`src/rtl/dac_controller_pkg.sv`:
```
// Shared definitions for the DAC serial transmit controller.
// Holds FSM state encodings, frame geometry, power-down codes and the gap floor helper.
// No logic; imported by dac_controller and dac_frame_shifter.
package dac_controller_pkg;

  // DAC frame is 16 bits: 2 don't-care, 2 power-down, 12 data.
  localparam int FRAME_BITS    = 16;
  localparam int DAC_DATA_BITS = 12;

  typedef enum logic [2:0] {
    ST_IDLE  = 3'd0,
    ST_FETCH = 3'd1,
    ST_LOAD  = 3'd2,
    ST_SHIFT = 3'd3,
    ST_GAP   = 3'd4
  } dac_state_t;

  // Power-down field (DB13:12) encodings.
  typedef enum logic [1:0] {
    PD_NORMAL   = 2'b00,
    PD_1K_GND   = 2'b01,
    PD_100K_GND = 2'b10,
    PD_HIZ      = 2'b11
  } dac_pd_t;

  // Effective inter-frame gap: the requested count, but never below the floor.
  function automatic logic [7:0] gap_floor(input logic [7:0] req, input logic [7:0] floor_v);
    return (req < floor_v) ? floor_v : req;
  endfunction

endpackage

```
`src/rtl/dac_controller_frame_shifter.sv`:
```
// dac_frame_shifter: 16-bit frame shift register, bit counter and SCLK generator.
// Latency: load seen on sclk/din the next cycle; one bit per two clk cycles while shift_en.
// Backpressure: none; the parent FSM owns sequencing via load/shift_en/clr.
// Ports: load (capture word), shift_en (SHIFT state), clr (zero din for idle), word,
//        sclk (idles high), din (current frame bit), last_bit (final sclk-low cycle of the frame).
module dac_frame_shifter
  import dac_controller_pkg::*;
(
  input  logic                  clk,
  input  logic                  reset,
  input  logic                  load,
  input  logic                  shift_en,
  input  logic                  clr,
  input  logic [FRAME_BITS-1:0] word,
  output logic                  sclk,
  output logic                  din,
  output logic                  last_bit
);

  localparam int CNT_W = $clog2(FRAME_BITS);

  logic [FRAME_BITS-1:0] sreg;
  logic [CNT_W-1:0]      bit_cnt;

  // din is the MSB of the shift register, so it is a registered output.
  assign din = sreg[FRAME_BITS-1];

  // High in the sclk-low half of the last bit: the following edge is the
  // 16th falling edge already taken, so the frame ends there.
  assign last_bit = shift_en && !sclk && (bit_cnt == CNT_W'(FRAME_BITS - 1));

  always_ff @(posedge clk or negedge reset) begin
    if (!reset) begin
      sreg    <= '0;
      bit_cnt <= '0;
      sclk    <= 1'b1;
    end else if (load) begin
      sreg    <= word;
      bit_cnt <= '0;
      sclk    <= 1'b1;
    end else if (shift_en) begin
      sclk <= ~sclk;
      // Advance on the 0->1 edge; after the last bit, hold bit 0 on din.
      if (!sclk && !last_bit) begin
        sreg    <= {sreg[FRAME_BITS-2:0], 1'b0};
        bit_cnt <= bit_cnt + CNT_W'(1);
      end
    end else if (clr) begin
      sreg <= '0;
    end
  end

endmodule

```
`src/rtl/dac_controller.sv`:
```
// dac_controller: pops DATA_BITS codes from an upstream FIFO and sends each as one 16-bit DAC frame, MSB first, sclk=clk/2.
// Latency: FIFO non-empty seen in IDLE at N -> pop strobe at N+1 -> sync_n low at N+3; frame = 32 cycles sync_n low.
// Backpressure: pops only when dac_enable && !fifo_empty, one registered pop per frame; dropping enable lets the frame finish.
// Ports: clk, reset (async, active-low), dac_enable, pd_mode, gap_counts, fifo_empty, fifo_read_data ->
//        fifo_read_enable, dac_update_done, busy, frame_count, sclk, sync_n, din (all registered).
module dac_controller
  import dac_controller_pkg::*;
#(
  parameter int DATA_BITS = 8,
  parameter int GAP_MIN   = 2
) (
  input  logic                 clk,
  input  logic                 reset,
  input  logic                 dac_enable,
  input  logic [1:0]           pd_mode,
  input  logic [7:0]           gap_counts,
  input  logic                 fifo_empty,
  input  logic [DATA_BITS-1:0] fifo_read_data,
  output logic                 fifo_read_enable,
  output logic                 dac_update_done,
  output logic                 busy,
  output logic [15:0]          frame_count,
  output logic                 sclk,
  output logic                 sync_n,
  output logic                 din
);

  localparam logic [7:0] GAP_MIN_L = 8'(GAP_MIN);

  dac_state_t state, state_nxt;

  logic                     fetch_ok;
  logic                     last_bit;
  logic                     gap_end;
  logic [7:0]               gap_len;
  logic [7:0]               gap_cnt;
  logic [DAC_DATA_BITS-1:0] data_field;
  logic [FRAME_BITS-1:0]    frame_word;

  assign fetch_ok = dac_enable && !fifo_empty;

  // gap_cnt already counts the current GAP cycle, so the state lasts gap_len cycles.
  assign gap_end = (gap_cnt >= gap_len);

  // FIFO code left-justified in the 12-bit data field, LSBs zero.
  assign data_field = DAC_DATA_BITS'(fifo_read_data) << (DAC_DATA_BITS - DATA_BITS);
  assign frame_word = {2'b00, pd_mode, data_field};

  always_comb begin
    state_nxt = state;
    case (state)
      ST_IDLE:  if (fetch_ok) state_nxt = ST_FETCH;
      ST_FETCH: state_nxt = ST_LOAD;
      ST_LOAD:  state_nxt = ST_SHIFT;
      ST_SHIFT: if (last_bit) state_nxt = ST_GAP;
      ST_GAP:   if (gap_end) state_nxt = fetch_ok ? ST_FETCH : ST_IDLE;
      default:  state_nxt = ST_IDLE;
    endcase
  end

  // Outputs are registered from the next state so they line up with it.
  always_ff @(posedge clk or negedge reset) begin
    if (!reset) begin
      state            <= ST_IDLE;
      fifo_read_enable <= 1'b0;
      busy             <= 1'b0;
      sync_n           <= 1'b1;
      dac_update_done  <= 1'b0;
      gap_len          <= GAP_MIN_L;
      gap_cnt          <= '0;
    end else begin
      state            <= state_nxt;
      fifo_read_enable <= (state_nxt == ST_FETCH);
      busy             <= (state_nxt != ST_IDLE);
      sync_n           <= (state_nxt != ST_SHIFT);
      dac_update_done  <= last_bit;
      if (last_bit) begin
        // gap_counts is latched on GAP entry; later changes wait for the next frame.
        gap_len <= gap_floor(gap_counts, GAP_MIN_L);
        gap_cnt <= 8'd1;
      end else if ((state == ST_GAP) && !gap_end) begin
        gap_cnt <= gap_cnt + 8'd1;
      end
    end
  end

  always_ff @(posedge clk or negedge reset) begin
    if (!reset) begin
      frame_count <= '0;
    end else if (last_bit) begin
      frame_count <= frame_count + 16'd1;
    end
  end

  dac_frame_shifter u_shifter (
    .clk      (clk),
    .reset    (reset),
    .load     (state == ST_LOAD),
    .shift_en (state == ST_SHIFT),
    .clr      (state_nxt == ST_IDLE),
    .word     (frame_word),
    .sclk     (sclk),
    .din      (din),
    .last_bit (last_bit)
  );

endmodule

```
`config.mk`:
```
export PLATFORM = sky130hd
export DESIGN_NAME = dac_controller
export DESIGN_NICKNAME = d
export VERILOG_FILES = /design/src/rtl/dac_controller_pkg.sv /design/src/rtl/dac_controller_frame_shifter.sv /design/src/rtl/dac_controller.sv
export SDC_FILE = /design/constraint.sdc
export NUM_CORES = 1
export LEC_CHECK = 0
export CELL_PAD_IN_SITES_DETAIL_PLACEMENT = 2
export CELL_PAD_IN_SITES_GLOBAL_PLACEMENT = 2
export CORE_MARGIN = 4
export CORE_UTILIZATION = 35
export DETAILED_ROUTE_END_ITERATION = 7
export PLACE_DENSITY = 0.81
export SYNTH_ARGS = -nofsm -noshare
export SYNTH_HDL_FRONTEND = slang
export SYNTH_HIERARCHICAL = 1
export SYNTH_SLANG_ARGS = --single-unit
```
`constraint.sdc`:
```
create_clock -name clk -period 3.2 [get_ports clk]
set_input_delay 0.48 -clock clk [delete_from_list [all_inputs] [get_ports clk]]
set_output_delay 0.48 -clock clk [all_outputs]
set_load 0.05 [all_outputs]
```
==> impl.org <==
** Place
- Timing analysis after detailed placement gives a worst setup slack of 158 ps.
- Routability cong. :: 0.786
- During placement, the flow inserted port buffers numbering 43.
- The HPWL after detailed placement is 5800 µm.

** STA
- Setup repair after global routing left no endpoint under its margin.
- Final Max Tran Viols :: 0
- Derived from the worst setup path, the maximum achievable clock frequency is 0.334 GHz.
- Headroom to the max-slew limit came out at 57.4%.
- Final hold violations :: 0
- The worst path uses a little over nine tenths of the clock period.
- # setup viols final :: 0
- Worst slew pin tran :: 640 ps
- Hold is met by about 170 ps.
- On the final layout, the worst clock skew is 10.6 ps.
- Summed over all failing endpoints, the final setup total negative slack is 0 ps.
- Final min period :: 3000 ps
- Setup ws final :: 203 ps

** Run status
- Run status :: completed

** Critical path
- Capturing element of the worst setup path :: u_shifter/sreg[3]$_DFFE_PN0P_
- The number of cells on the worst reg-to-reg path is 9.
- Maximum fanout along the worst path :: 16
- Highest cell delay on the worst timing path :: 600 ps
- Grouping stages by cell kind, the critical path spends the most delay in compound AO/OA/AOI/OAI gates.
- Among all stages on the critical path, the largest delay is contributed by sky130_fd_sc_hd__a221o_2.
- The worst setup path is launched from a flip-flop.
- The endpoint identified for the worst register-to-register timing path is u_shifter/sreg[3]$_DFFE_PN0P_.
- The signal on the critical path passes through inv_1 > ha_1 > nand2b_1 > a2111oi_4 > o21ai_2 > a22oi_1 > inv_1 > a221o_2 > mux2_4.
- Sum of buffers and inverters on the critical path :: 2
- Reg2reg setup slack :: 200 ps
- Required time of the critical path :: 3420 ps
- The critical path in this run is classified as flip-flop to flip-flop.
- In this run the number of cells on the critical path is 9.
- Crit path DAT :: 3210 ps
- The worst setup path is captured at a flip-flop.
- CP Launch Point :: gap_cnt[0]$_DFFE_PN0P_
- Most repeated library cell on the critical path :: sky130_fd_sc_hd__inv_1
- Crit Reg-Reg Startpoint :: gap_cnt[0]$_DFFE_PN0P_

** Clock network
- The tree built by TritonCTS fans out to 60 sinks.
- At the later pin of the worst-skew pair, clock insertion delay measures about 330 ps.
- Clock tree synthesis inserted a total of 9 buffers.
- Buffer levels on the longest clock path :: 2
- Reg clk slew, reported paths :: 70 ps
- TritonCTS built the clock tree.
- The H-tree generated during clock tree synthesis spans 3 levels.
- Root Buffer Master :: sky130_fd_sc_hd__clkbuf_8
- Buffers added to address setup during post-CTS repair amount to 0.

** Yosys
- Post-Synthesis Mean Instance Area :: 11.1 µm²
- During synthesis, Yosys emitted a total of 6 warnings.
- Adder-cell share of the synthesized area :: under 10%
- In the synthesized netlist the dominant register cell turns out to be sky130_fd_sc_hd__dfrtp_1.
- Post-Synth XOR/XNOR Area :: 4.69%
- Portion of netlist area occupied by mux cells :: 7.88%
- For this run, asynchronously set or reset flops after synthesis account for 100%.
- In the synthesized netlist, the number of instances is approximately 270.
- Sequential fraction of the synthesis area :: between 50% and 60%
- Mapped cell area :: 2990 µm²
- Number of storage elements in the synthesis netlist :: 60
- Combinational family with the most area after synthesis :: compound AO/OA/AOI/OAI gates
- In this run, distinct cell masters in the synthesized netlist total 45.
- Yosys mapped a number of flops with a built-in enable equal to 0.
- Simple-Gate Fraction of Synth Area :: between 10 and 15%
- Share of the synthesized area in compound gates (AO/OA/AOI/OAI) :: 13.9%

** Detailed routing
- Avg WL per Cell :: 19.2 µm
- Across all layers, the routed design uses roughly 2.2k vias.
- In this run the remaining antenna-violating nets after routing total 0.
- Drt first-iter violations :: 45
- Routed vias/inst :: just over 5
- Before antenna repair, the detailed router went through 4 iterations.
- Drt total wl :: between 8000 and 9000 µm
- For this run, design rule violations remaining after detail routing come to 0.

** Floorplanning
- Area enclosed by the die boundary :: between 10,000 and 15,000 µm²
- Y dimension of the die :: around 100 µm
- 44 I/O pins were placed.
- Number of placement rows :: 33
- Measured along the x axis, the die boundary spans 100 µm.
- The core region is 8260 µm².
- Initial Utilization :: ~36%

** Power
- Dividing total power by cell area gives a power density of just under 700 nW/µm².
- Worst voltage drop across the vdd grid :: 0.000246 V
- Leakage power :: roughly 1.7 nW

** Cells and area
- Layout cells sized above 1 :: 16.5%
- Final nets :: 356
- The number of antenna diodes in the final layout is 0.
- The area growth from synthesis to layout is 25.2%.
- Layout filler cell count :: 873

** GRT
- The via count of the first global-routing pass is 2,583.
- Global router's overall resource usage :: 17.3%
- Initial antenna violation count :: 0
- GRT overflow :: 0
- Entering global routing, the biggest net connects 33 pins.
- Wire length of the first global-routing pass :: roughly 14,000 µm

** Worst hold path
- The path class of the tightest hold or removal check is primary input to asynchronous set/reset pin.

** Job
- The tool flagged a number of max-cap violations equal to 0.
[cell usage after synthesis, drive strengths merged (2+ instances only)]
cell	count	area [µm²]
xnor2	11	96.3
nor2b	4	25.0
and3	6	38.8
dfrtp	57	1430
xor2	5	43.8
or3	5	33.8
a2111oi	2	55.1
nand4	7	43.8
buf	3	42.5
nor2	12	45.0
clkbuf	8	30.0
a21oi	7	35.0
nor3	3	15.0
o21ai	18	93.8
mux2	17	225
dfstp	3	78.8
ha	11	138
o311ai	2	17.5
o41ai	3	26.3
nand3	10	55.1
nand2	25	93.8
inv	17	63.8
and4	3	28.8
o22ai	2	12.5
nand2b	2	12.5
a22o	13	114
[cell families after synthesis]
family,count (synthesis)
compound gates,54
fa+ha+maj,11
buf+inv,28
xor+xnor,16
flops,60
other cells,1
simple gates,80
mux,18
[sequential cells by signal (all words and copies together), names as in the netlist]
name / flops
frame_count: 16
gap_cnt: 8
state: 3
u_shifter/sreg: 16
sync_n: 1
dac_update_done: 1
u_shifter/bit_cnt: 4
u_shifter/sclk: 1
gap_len: 8
busy: 1
fifo_read_enable: 1
[placed cells by master, fill, tap and decap left out, types with 8 or more instances in the layout]
master                            netlist  routed
sky130_fd_sc_hd__dfrtp_1               57      57
sky130_fd_sc_hd__clkdlybuf4s50_1        0      42
sky130_fd_sc_hd__nand2_1               25      25
sky130_fd_sc_hd__inv_1                 17      17
sky130_fd_sc_hd__o21ai_0               17      17
sky130_fd_sc_hd__a22o_1                13      13
sky130_fd_sc_hd__nor2_1                12      11
sky130_fd_sc_hd__xnor2_1               11      11
sky130_fd_sc_hd__ha_1                  11      11
sky130_fd_sc_hd__clkbuf_8               0      10
sky130_fd_sc_hd__nand3_1                9       9
sky130_fd_sc_hd__mux2_4                 9       9
sky130_fd_sc_hd__mux2_2                 8       8
[worst min path at each step]
stage | start | end | slack, ps | cells past startpoint
6_report | reset | u_shifter/bit_cnt[0]$_DFFE_PN0P_ | 170 | 1
5_1_grt | reset | u_shifter/bit_cnt[0]$_DFFE_PN0P_ | 200 | 1
4_1_cts | reset | u_shifter/bit_cnt[0]$_DFFE_PN0P_ | 180 | 1
3_5_place_dp | state[2]$_DFF_PN0_ | state[1]$_DFF_PN0_ | 480 | 1
3_3_place_gp | state[2]$_DFF_PN0_ | state[1]$_DFF_PN0_ | 460 | 1
2_1_floorplan | reset | busy$_DFF_PN0_ | 180 | 0
[stage by stage]
step           util [%]  instances  instance area, µm²  power, mW
2_1_floorplan         -        273                3000       1.64
3_3_place_gp       42.9        417                3540       1.79
3_5_place_dp       42.9        417                3540       1.85
4_1_cts            45.3        433                3740       2.57
5_1_grt            45.3        433                3740       2.70
6_report           45.3        433                3740       2.53
[per-layer routing]
layer | routed length (µm) | vias up | part of all wire, % | GRT usage, %
li1 | - | 1054 | - | -
met1 | 3550 | 1136 | 43 | 20.5
met2 | 4340 | 42 | 52 | 31.1
met3 | 239 | 15 | 2.9 | 3.68
met4 | 173 | 0 | 2.1 | 5.49
met5 | 0 | - | 0 | 0
[worst register-to-register path: stages (launching register included)]
cell                        delay, ps
sky130_fd_sc_hd__dfrtp_1          400
sky130_fd_sc_hd__inv_1             90
sky130_fd_sc_hd__ha_1             290
sky130_fd_sc_hd__nand2b_1         200
sky130_fd_sc_hd__a2111oi_4        480
sky130_fd_sc_hd__o21ai_2          130
sky130_fd_sc_hd__a22oi_1          260
sky130_fd_sc_hd__inv_1             70
sky130_fd_sc_hd__a221o_2          600
sky130_fd_sc_hd__mux2_4           380
[report_power, final]
part           total (mW)  switching, mW  leakage (nW)  internal, mW
registers           0.991          0.111         0.774         0.880
logic               0.861          0.491         0.811         0.370
clock network       0.674          0.293         0.100         0.380
[cell type report]
type,instances,area (µm²),share of cell area [%]
Clock inverter,4,48.8,1.31
Inverter,17,63.8,1.71
Timing Repair Buffer,50,478,12.8
Tap cell,105,131,3.51
Multi-Input combinational cell,185,1370,36.5
Clock buffer,12,145,3.88
Sequential cell,60,1510,40.3
[what timing repair did]
action / 4_1_cts / 5_1_grt
hold buffers: 0 / 0
resized for setup: 0 / 1
hold endpoints to repair: 0 / 0
setup endpoints to repair: 0 / 16
Power figures use the tool's default switching activity.
